**src/rtl/deser160_pkg.sv**
```systemverilog
// Shared types and default sizing for the 160 MHz deserializer phase calibration.
// Latency: n/a (declarations only).
// Backpressure: n/a.
package deser160_pkg;

    localparam int DEF_NPHASE = 8;
    localparam int DEF_PW     = 3;
    localparam int DEF_SETTLE = 16;
    localparam int DEF_WINDOW = 256;
    localparam int DEF_CW     = 9;

    typedef enum logic [2:0] {
        ST_IDLE    = 3'd0,
        ST_SETTLE  = 3'd1,
        ST_MEASURE = 3'd2,
        ST_EVAL    = 3'd3,
        ST_APPLY   = 3'd4
    } cal_state_t;

    typedef logic [DEF_PW-1:0] phase_idx_t;

endpackage

```
**src/rtl/deser160_match_counter.sv**
```systemverilog
// Strobe-qualified window counter: counts sync strobes and pattern matches up to a terminal count.
// Latency: window_end is combinational on the strobe that reaches the terminal count; counts update next clk.
// Backpressure: none; idle clk cycles (sync=0) do not advance the counters.
module deser160_match_counter
    import deser160_pkg::*;
#(
    parameter int CW = DEF_CW
) (
    input  logic          clk,
    input  logic          reset_n,
    input  logic          en,
    input  logic          clr,
    input  logic          sync,
    input  logic          match,
    input  logic [CW-1:0] term,
    output logic [CW-1:0] match_cnt,
    output logic          window_end
);

    logic [CW-1:0] strobe_cnt_q, strobe_cnt_d;
    logic [CW-1:0] match_cnt_q, match_cnt_d;

    // Terminal strobe is flagged independently of clr so the controller can clear on it.
    assign window_end = en && sync && (strobe_cnt_q == term - 1'b1);
    assign match_cnt  = match_cnt_q;

    // Clear has priority; otherwise each qualified strobe advances, matches saturate at term.
    always_comb begin
        strobe_cnt_d = strobe_cnt_q;
        match_cnt_d  = match_cnt_q;
        if (clr) begin
            strobe_cnt_d = '0;
            match_cnt_d  = '0;
        end else if (en && sync) begin
            strobe_cnt_d = strobe_cnt_q + 1'b1;
            if (match && (match_cnt_q < term)) begin
                match_cnt_d = match_cnt_q + 1'b1;
            end
        end
    end

    // Counter registers with synchronous active-low reset.
    always_ff @(posedge clk) begin
        if (!reset_n) begin
            strobe_cnt_q <= '0;
            match_cnt_q  <= '0;
        end else begin
            strobe_cnt_q <= strobe_cnt_d;
            match_cnt_q  <= match_cnt_d;
        end
    end

endmodule

```
**src/rtl/deser160_phase_calib.sv**
```systemverilog
// Sweeps the sampling phase, scores each against the training nibble, and applies the centre of the longest perfect run.
// Latency: NPHASE*(SETTLE+WINDOW+1)+2 clk from start to done with sync every clk.
// Backpressure: progress is paced by sync strobes only; start is ignored while busy.
module deser160_phase_calib
    import deser160_pkg::*;
#(
    parameter int NPHASE = DEF_NPHASE,
    parameter int PW     = DEF_PW,
    parameter int SETTLE = DEF_SETTLE,
    parameter int WINDOW = DEF_WINDOW,
    parameter int CW     = DEF_CW
) (
    input  logic          clk,
    input  logic          reset_n,
    input  logic          sync,
    input  logic [3:0]    data,
    input  logic [3:0]    pattern,
    input  logic          start,
    output logic [PW-1:0] phase_sel,
    output logic          busy,
    output logic          done,
    output logic          locked,
    output logic [PW:0]   best_len,
    output logic [CW-1:0] best_cnt
);

    localparam logic [CW-1:0] SETTLE_TC = CW'(SETTLE);
    localparam logic [CW-1:0] WINDOW_TC = CW'(WINDOW);
    localparam logic [PW-1:0] LAST_PH   = PW'(NPHASE - 1);

    cal_state_t    state_q, state_d;
    logic [PW-1:0] p_q, p_d;
    logic [PW-1:0] phase_sel_q, phase_sel_d;
    logic          busy_q, busy_d;
    logic          done_q, done_d;
    logic          locked_q, locked_d;
    logic [PW:0]   best_len_q, best_len_d;
    logic [PW-1:0] best_start_q, best_start_d;
    logic [PW:0]   cur_len_q, cur_len_d;
    logic [PW-1:0] cur_start_q, cur_start_d;
    logic [CW-1:0] best_cnt_q, best_cnt_d;
    logic [PW-1:0] max_ph_q, max_ph_d;

    logic          cnt_en, cnt_clr, window_end;
    logic [CW-1:0] cnt_term, m_cnt;
    logic          perfect, last_ph;
    logic [PW:0]   run_len;
    logic [PW-1:0] run_start;

    // The same counter measures the settle period and the match window; only the terminal count differs.
    assign cnt_en   = (state_q == ST_SETTLE) || (state_q == ST_MEASURE);
    assign cnt_term = (state_q == ST_MEASURE) ? WINDOW_TC : SETTLE_TC;
    assign perfect  = (m_cnt == WINDOW_TC);
    assign last_ph  = (p_q == LAST_PH);

    deser160_match_counter #(.CW(CW)) u_cnt (
        .clk        (clk),
        .reset_n    (reset_n),
        .en         (cnt_en),
        .clr        (cnt_clr),
        .sync       (sync),
        .match      (data == pattern),
        .term       (cnt_term),
        .match_cnt  (m_cnt),
        .window_end (window_end)
    );

    // Next-state and next-output computation for the calibration sequence.
    always_comb begin
        state_d      = state_q;
        p_d          = p_q;
        phase_sel_d  = phase_sel_q;
        busy_d       = busy_q;
        done_d       = 1'b0;
        locked_d     = locked_q;
        best_len_d   = best_len_q;
        best_start_d = best_start_q;
        cur_len_d    = cur_len_q;
        cur_start_d  = cur_start_q;
        best_cnt_d   = best_cnt_q;
        max_ph_d     = max_ph_q;
        cnt_clr      = 1'b0;
        run_len      = cur_len_q;
        run_start    = cur_start_q;

        case (state_q)
            ST_IDLE: begin
                if (start) begin
                    p_d          = '0;
                    phase_sel_d  = '0;
                    busy_d       = 1'b1;
                    locked_d     = 1'b0;
                    best_len_d   = '0;
                    best_start_d = '0;
                    cur_len_d    = '0;
                    cur_start_d  = '0;
                    best_cnt_d   = '0;
                    max_ph_d     = '0;
                    cnt_clr      = 1'b1;
                    state_d      = ST_SETTLE;
                end
            end
            ST_SETTLE: begin
                if (window_end) begin
                    cnt_clr = 1'b1;
                    state_d = ST_MEASURE;
                end
            end
            ST_MEASURE: begin
                // Match count is kept until EVAL has consumed it.
                if (window_end) begin
                    state_d = ST_EVAL;
                end
            end
            ST_EVAL: begin
                cnt_clr = 1'b1;
                // Strictly greater: ties keep the lower phase.
                if (m_cnt > best_cnt_q) begin
                    best_cnt_d = m_cnt;
                    max_ph_d   = p_q;
                end
                if (perfect) begin
                    if (cur_len_q == '0) begin
                        run_start = p_q;
                    end
                    run_len = cur_len_q + 1'b1;
                end
                // A run closes on an imperfect phase or at the top phase (no wrap to phase 0).
                if (!perfect || last_ph) begin
                    if (run_len > best_len_q) begin
                        best_len_d   = run_len;
                        best_start_d = run_start;
                    end
                    cur_len_d = '0;
                end else begin
                    cur_len_d   = run_len;
                    cur_start_d = run_start;
                end
                if (last_ph) begin
                    state_d = ST_APPLY;
                end else begin
                    p_d         = p_q + 1'b1;
                    phase_sel_d = p_q + 1'b1;
                    state_d     = ST_SETTLE;
                end
            end
            ST_APPLY: begin
                if (best_len_q != '0) begin
                    phase_sel_d = best_start_q + PW'((best_len_q - 1'b1) >> 1);
                    locked_d    = 1'b1;
                end else begin
                    phase_sel_d = max_ph_q;
                    locked_d    = 1'b0;
                end
                busy_d  = 1'b0;
                done_d  = 1'b1;
                state_d = ST_IDLE;
            end
            default: begin
                state_d = ST_IDLE;
            end
        endcase
    end

    // Single registered FSM: state, trackers and all outputs; reset aborts without a done pulse.
    always_ff @(posedge clk) begin
        if (!reset_n) begin
            state_q      <= ST_IDLE;
            p_q          <= '0;
            phase_sel_q  <= '0;
            busy_q       <= 1'b0;
            done_q       <= 1'b0;
            locked_q     <= 1'b0;
            best_len_q   <= '0;
            best_start_q <= '0;
            cur_len_q    <= '0;
            cur_start_q  <= '0;
            best_cnt_q   <= '0;
            max_ph_q     <= '0;
        end else begin
            state_q      <= state_d;
            p_q          <= p_d;
            phase_sel_q  <= phase_sel_d;
            busy_q       <= busy_d;
            done_q       <= done_d;
            locked_q     <= locked_d;
            best_len_q   <= best_len_d;
            best_start_q <= best_start_d;
            cur_len_q    <= cur_len_d;
            cur_start_q  <= cur_start_d;
            best_cnt_q   <= best_cnt_d;
            max_ph_q     <= max_ph_d;
        end
    end

    assign phase_sel = phase_sel_q;
    assign busy      = busy_q;
    assign done      = done_q;
    assign locked    = locked_q;
    assign best_len  = best_len_q;
    assign best_cnt  = best_cnt_q;

endmodule

```
**config.mk**
```make
export PLATFORM = sky130hd
export DESIGN_NAME = deser160_phase_calib
export DESIGN_NICKNAME = d
export VERILOG_FILES = /design/src/rtl/deser160_pkg.sv /design/src/rtl/deser160_match_counter.sv /design/src/rtl/deser160_phase_calib.sv
export SDC_FILE = /design/constraint.sdc
export NUM_CORES = 1
export LEC_CHECK = 0
export BUFFER_PORTS_ARGS = -buffer_cell sky130_fd_sc_hd__buf_2
export CORE_MARGIN = 1
export CORE_UTILIZATION = 42
export CTS_CLUSTER_SIZE = 12
export DETAILED_ROUTE_END_ITERATION = 8
export PLACE_DENSITY = 0.71
export SYNTH_ARGS = -nofsm -noshare
export SYNTH_HDL_FRONTEND = slang
export SYNTH_SLANG_ARGS = --single-unit
```
**constraint.sdc**
```tcl
create_clock -name clk -period 4.43 [get_ports clk]
set_clock_uncertainty 0.15 [all_clocks]
set_input_delay 0.886 -clock clk [delete_from_list [all_inputs] [get_ports clk]]
set_output_delay 0.886 -clock clk [all_outputs]
set_load 0.1 [all_outputs]
```
==> impl_results.md <==
* Area of the core at 7250 um^2
* Final-report max-slew violation count at 0
* Proportion of power drawn by the clock network at 34.7%
* Cell chosen for the clock root: clkbuf_8
* Class of the most critical setup path: reg -> reg
* Clock-pin slew on the worst setup and hold paths at approximately 110 ps
* Main combinational cell family by area after synthesis: simple AND/OR/NAND/NOR gates
* Post-synthesis instance total at 371
* Area growth syn-to-layout at 10.4%
* Standard-cell row count at 31
* Warnings, synthesis at 0
* Routed WL per cell at 13.5 um
* Worst Path Arrival at between 3000 and 4000 ps
* Global routing usage summed across all routing layers at a little under a fifth
* Share of the synthesized area in the top cell type at a little over a third
* Post-synthesis instance area at 3160 um^2
* Accumulated negative setup slack at 0 ps
* Power share of the combinational group at under 10%
* Total of hold buffers inserted after clock tree synthesis at 0
* Post-synth EDFFs at 0
* Number of setup buffers added after CTS at 0
* Hold depth at 2
* Starting density of the core at 43.6%
* CTS tree: done
* Synth Flop Type: dfxtp_1
* Number of distinct standard cells referenced by the synthesized netlist at 48
* Area fraction in compound gates after synthesis at 10.2%
* Pin count of the biggest net entering global routing at 36
* Half-perimeter wire length after placement at about 4900 um
* Sequential share of power at 57.7%
* Sw Ratio at 26.5%
* Inserted Clock Buffers at 5
* Max Cap Viol at 0
* Post-route standard cell area excluding fillers at approximately 3500 um^2
* Final worst hold slack at 314 ps
* Total power per unit cell area at 254 nW/um^2
* Leakage power summed over all cells at 1.37 nW
* Post-synthesis share of cell area spent on xor and xnor gates at under 10%
* Worst skew pair latency at 320 ps
* PostCTS Resize Cnt at 0
* Cell area reported after detailed placement at 3390 um^2
* Die Footprint at 7880 um^2
* R2r worst-path depth at 12
* Max-slew headroom at 41.7%
* Synth Register Bits at 56
* Number of antenna violations at the first check in global routing at 0
* Post-layout min period at 3520 ps
* Residual antenna-violating net count after detailed routing at 0
* Count of buffers from port buffering at 30
* Total number of nets in the final design at approximately 430
* Global-route wire length before repair at about 11000 um
* Drt via density at around 5.5
* Total wirelength of the detailed-routed design at 6670 um
* DR DRC count at 0
* Sort of element at the end of the critical path: flop
* Maximum ir drop on the vdd rail at roughly 0.00012 V
* Synth area leader: dfxtp_1
* Util after Layout at 48.1%
* Cells taking the most area after synthesis: dfxtp_1 35%, ha_1 9.1%, mux2i_1 5.7%, nand3_1 4.3%, nor2_1 4.3%
* DIE HEIGHT at 88.7 um
* Setup Slack @ Placement at 921 ps
* Number of H-tree branching levels at 2
* Post-Syn Nets at 407
* Final setup vio count at 0
* Die Wd at about 90 um
* Count of routing violations after the opening detailed-route iteration at 114
* Unrepaired setup endpoints after global routing: no
* Internal at 0.651 mW
* Sequential-to-total area share from yosys stat at 35.5%
* Final worst path period share at 79.4%
* Final Worst Setup Slack at 911 ps
* Top-count cell post-synth: dfxtp_1
* Highest Clock Rate at 284 MHz
* Number of diodes added for antenna fixing at 0
* Commonest cells post-synth: 56 x dfxtp_1, 36 x nor2_1, 30 x nand2_1
* Required @ worst endpoint at 4510 ps
* Share of layout cells above drive strength 1 at 11.8%
* Tightest Pin Transition at 862 ps
* Number of buffers on the longest clock path at 2
* Asr flop ratio synth at 0%
* Vias in the first global route at 2472
* Startpoint type of the worst setup path: flop
* Outcome: complete, no violations
* I/O pin count at 31
* NetSw at around 0.23 mW
* Final Hold Vio Count at 0
* Synthesized-area fraction occupied by adder cells at 9.74%
* Routed via count at 2704
* Synthesized area per cell at 8.52 um^2
* Maximum net fanout on the critical path at 13
* Multiplexer area fraction after synthesis at roughly 6.4%
* TritonRoute pass-1 iters at 5
* Aggregate global routing overflow at 0
* Final RePlAce weighted congestion at 0.837
* Min-Delay Path Class: reg -> reg
* Number of sinks on the clock net at 56
* Post-synthesis share of cell area spent on and, or, nand and nor gates at 26.5%
-- flip-flops by register name (all words and copies together) (netlist names) --
| register | cells |
|---|---|
| best_start_q | 3 |
| best_len | 4 |
| u_cnt.strobe_cnt_q | 9 |
| phase_sel | 3 |
| busy | 1 |
| state_q | 3 |
| cur_len_q | 4 |
| max_ph_q | 3 |
| p_q | 3 |
| u_cnt.match_cnt | 9 |
| done | 1 |
| best_cnt | 9 |
| locked | 1 |
| cur_start_q | 3 |
-- logic make-up after synthesis --
kind of cell	Yosys count
xor gates and xnor gates	26
AOI/OAI and AO/OA	50
muxes	20
and+or+nand+nor	159
DFF	56
buffers and inverters	36
adders and majority gates	24
-- worst paths after layout --
check	slack, ps	startpoint	endpoint
setup / recovery	910	u_cnt.match_cnt[0]$_SDFFE_PP0P_	best_len[1]$_SDFFE_PN0P_
setup reg to reg	910	u_cnt.match_cnt[0]$_SDFFE_PP0P_	best_len[1]$_SDFFE_PN0P_
hold / removal	310	cur_start_q[1]$_SDFFE_PN0P_	cur_start_q[1]$_SDFFE_PN0P_
hold reg to reg	310	cur_start_q[1]$_SDFFE_PN0P_	cur_start_q[1]$_SDFFE_PN0P_
-- power groups by stage --
stage	Combinational (mW)	Clock (mW)	Sequential, mW
floorplan	0.0344	0	0.539
global route	0.0722	0.338	0.512
global placement	0.0658	0	0.522
finish	0.0665	0.307	0.511
CTS	0.0663	0.315	0.511
detailed placement	0.0661	0	0.523
-- per-layer routing --
layer / track usage, % / vias up / part of all wire [%]
met3: 3.17 / 8 / 3.1
met4: 5.57 / 0 / 1.1
met1: 24.8 / 1279 / 50
li1: - / 1369 / -
met2: 29.4 / 48 / 46
met5: 0 / - / 0
-- final cells by class --
| type | count | area [um^2] |
|---|---|---|
| Sequential cell | 56 | 1120 |
| Fill cell | 722 | 3760 |
| Multi-Input combinational cell | 279 | 1900 |
| Inverter | 21 | 78.8 |
| Tap cell | 99 | 124 |
| Clock inverter | 2 | 13.8 |
| Timing Repair Buffer | 33 | 173 |
| Clock buffer | 6 | 82.6 |
-- stage by stage --
stage	cells	total power [mW]
after floorplan	371	0.573
after global placement	488	0.588
after detailed placement	488	0.589
after CTS	496	0.893
after global routing	496	0.922
final	496	0.885
-- placed cells by master, fill, tap and decap left out, types with 9 or more instances in the layout --
cell / instances
inv_1: 20
nand3_1: 27
buf_2: 30
xnor2_1: 11
nor2_1: 36
nand2_1: 30
mux2i_1: 18
dfxtp_1: 56
nand4_1: 9
o21ai_0: 9
a21oi_1: 22
xor2_1: 15
ha_1: 23
-- worst max-delay path, stage by stage, from the launching register on --
cell,delay [ps]
dfxtp_1,360
inv_1,120
ha_1,150
nor4bb_1,290
buf_4,190
nand2_1,110
mux2_2,310
ha_1,300
nand2b_1,60
a21oi_1,120
o221ai_1,390
or4b_2,730
a21oi_1,150
(Power assumes the default switching activity.)
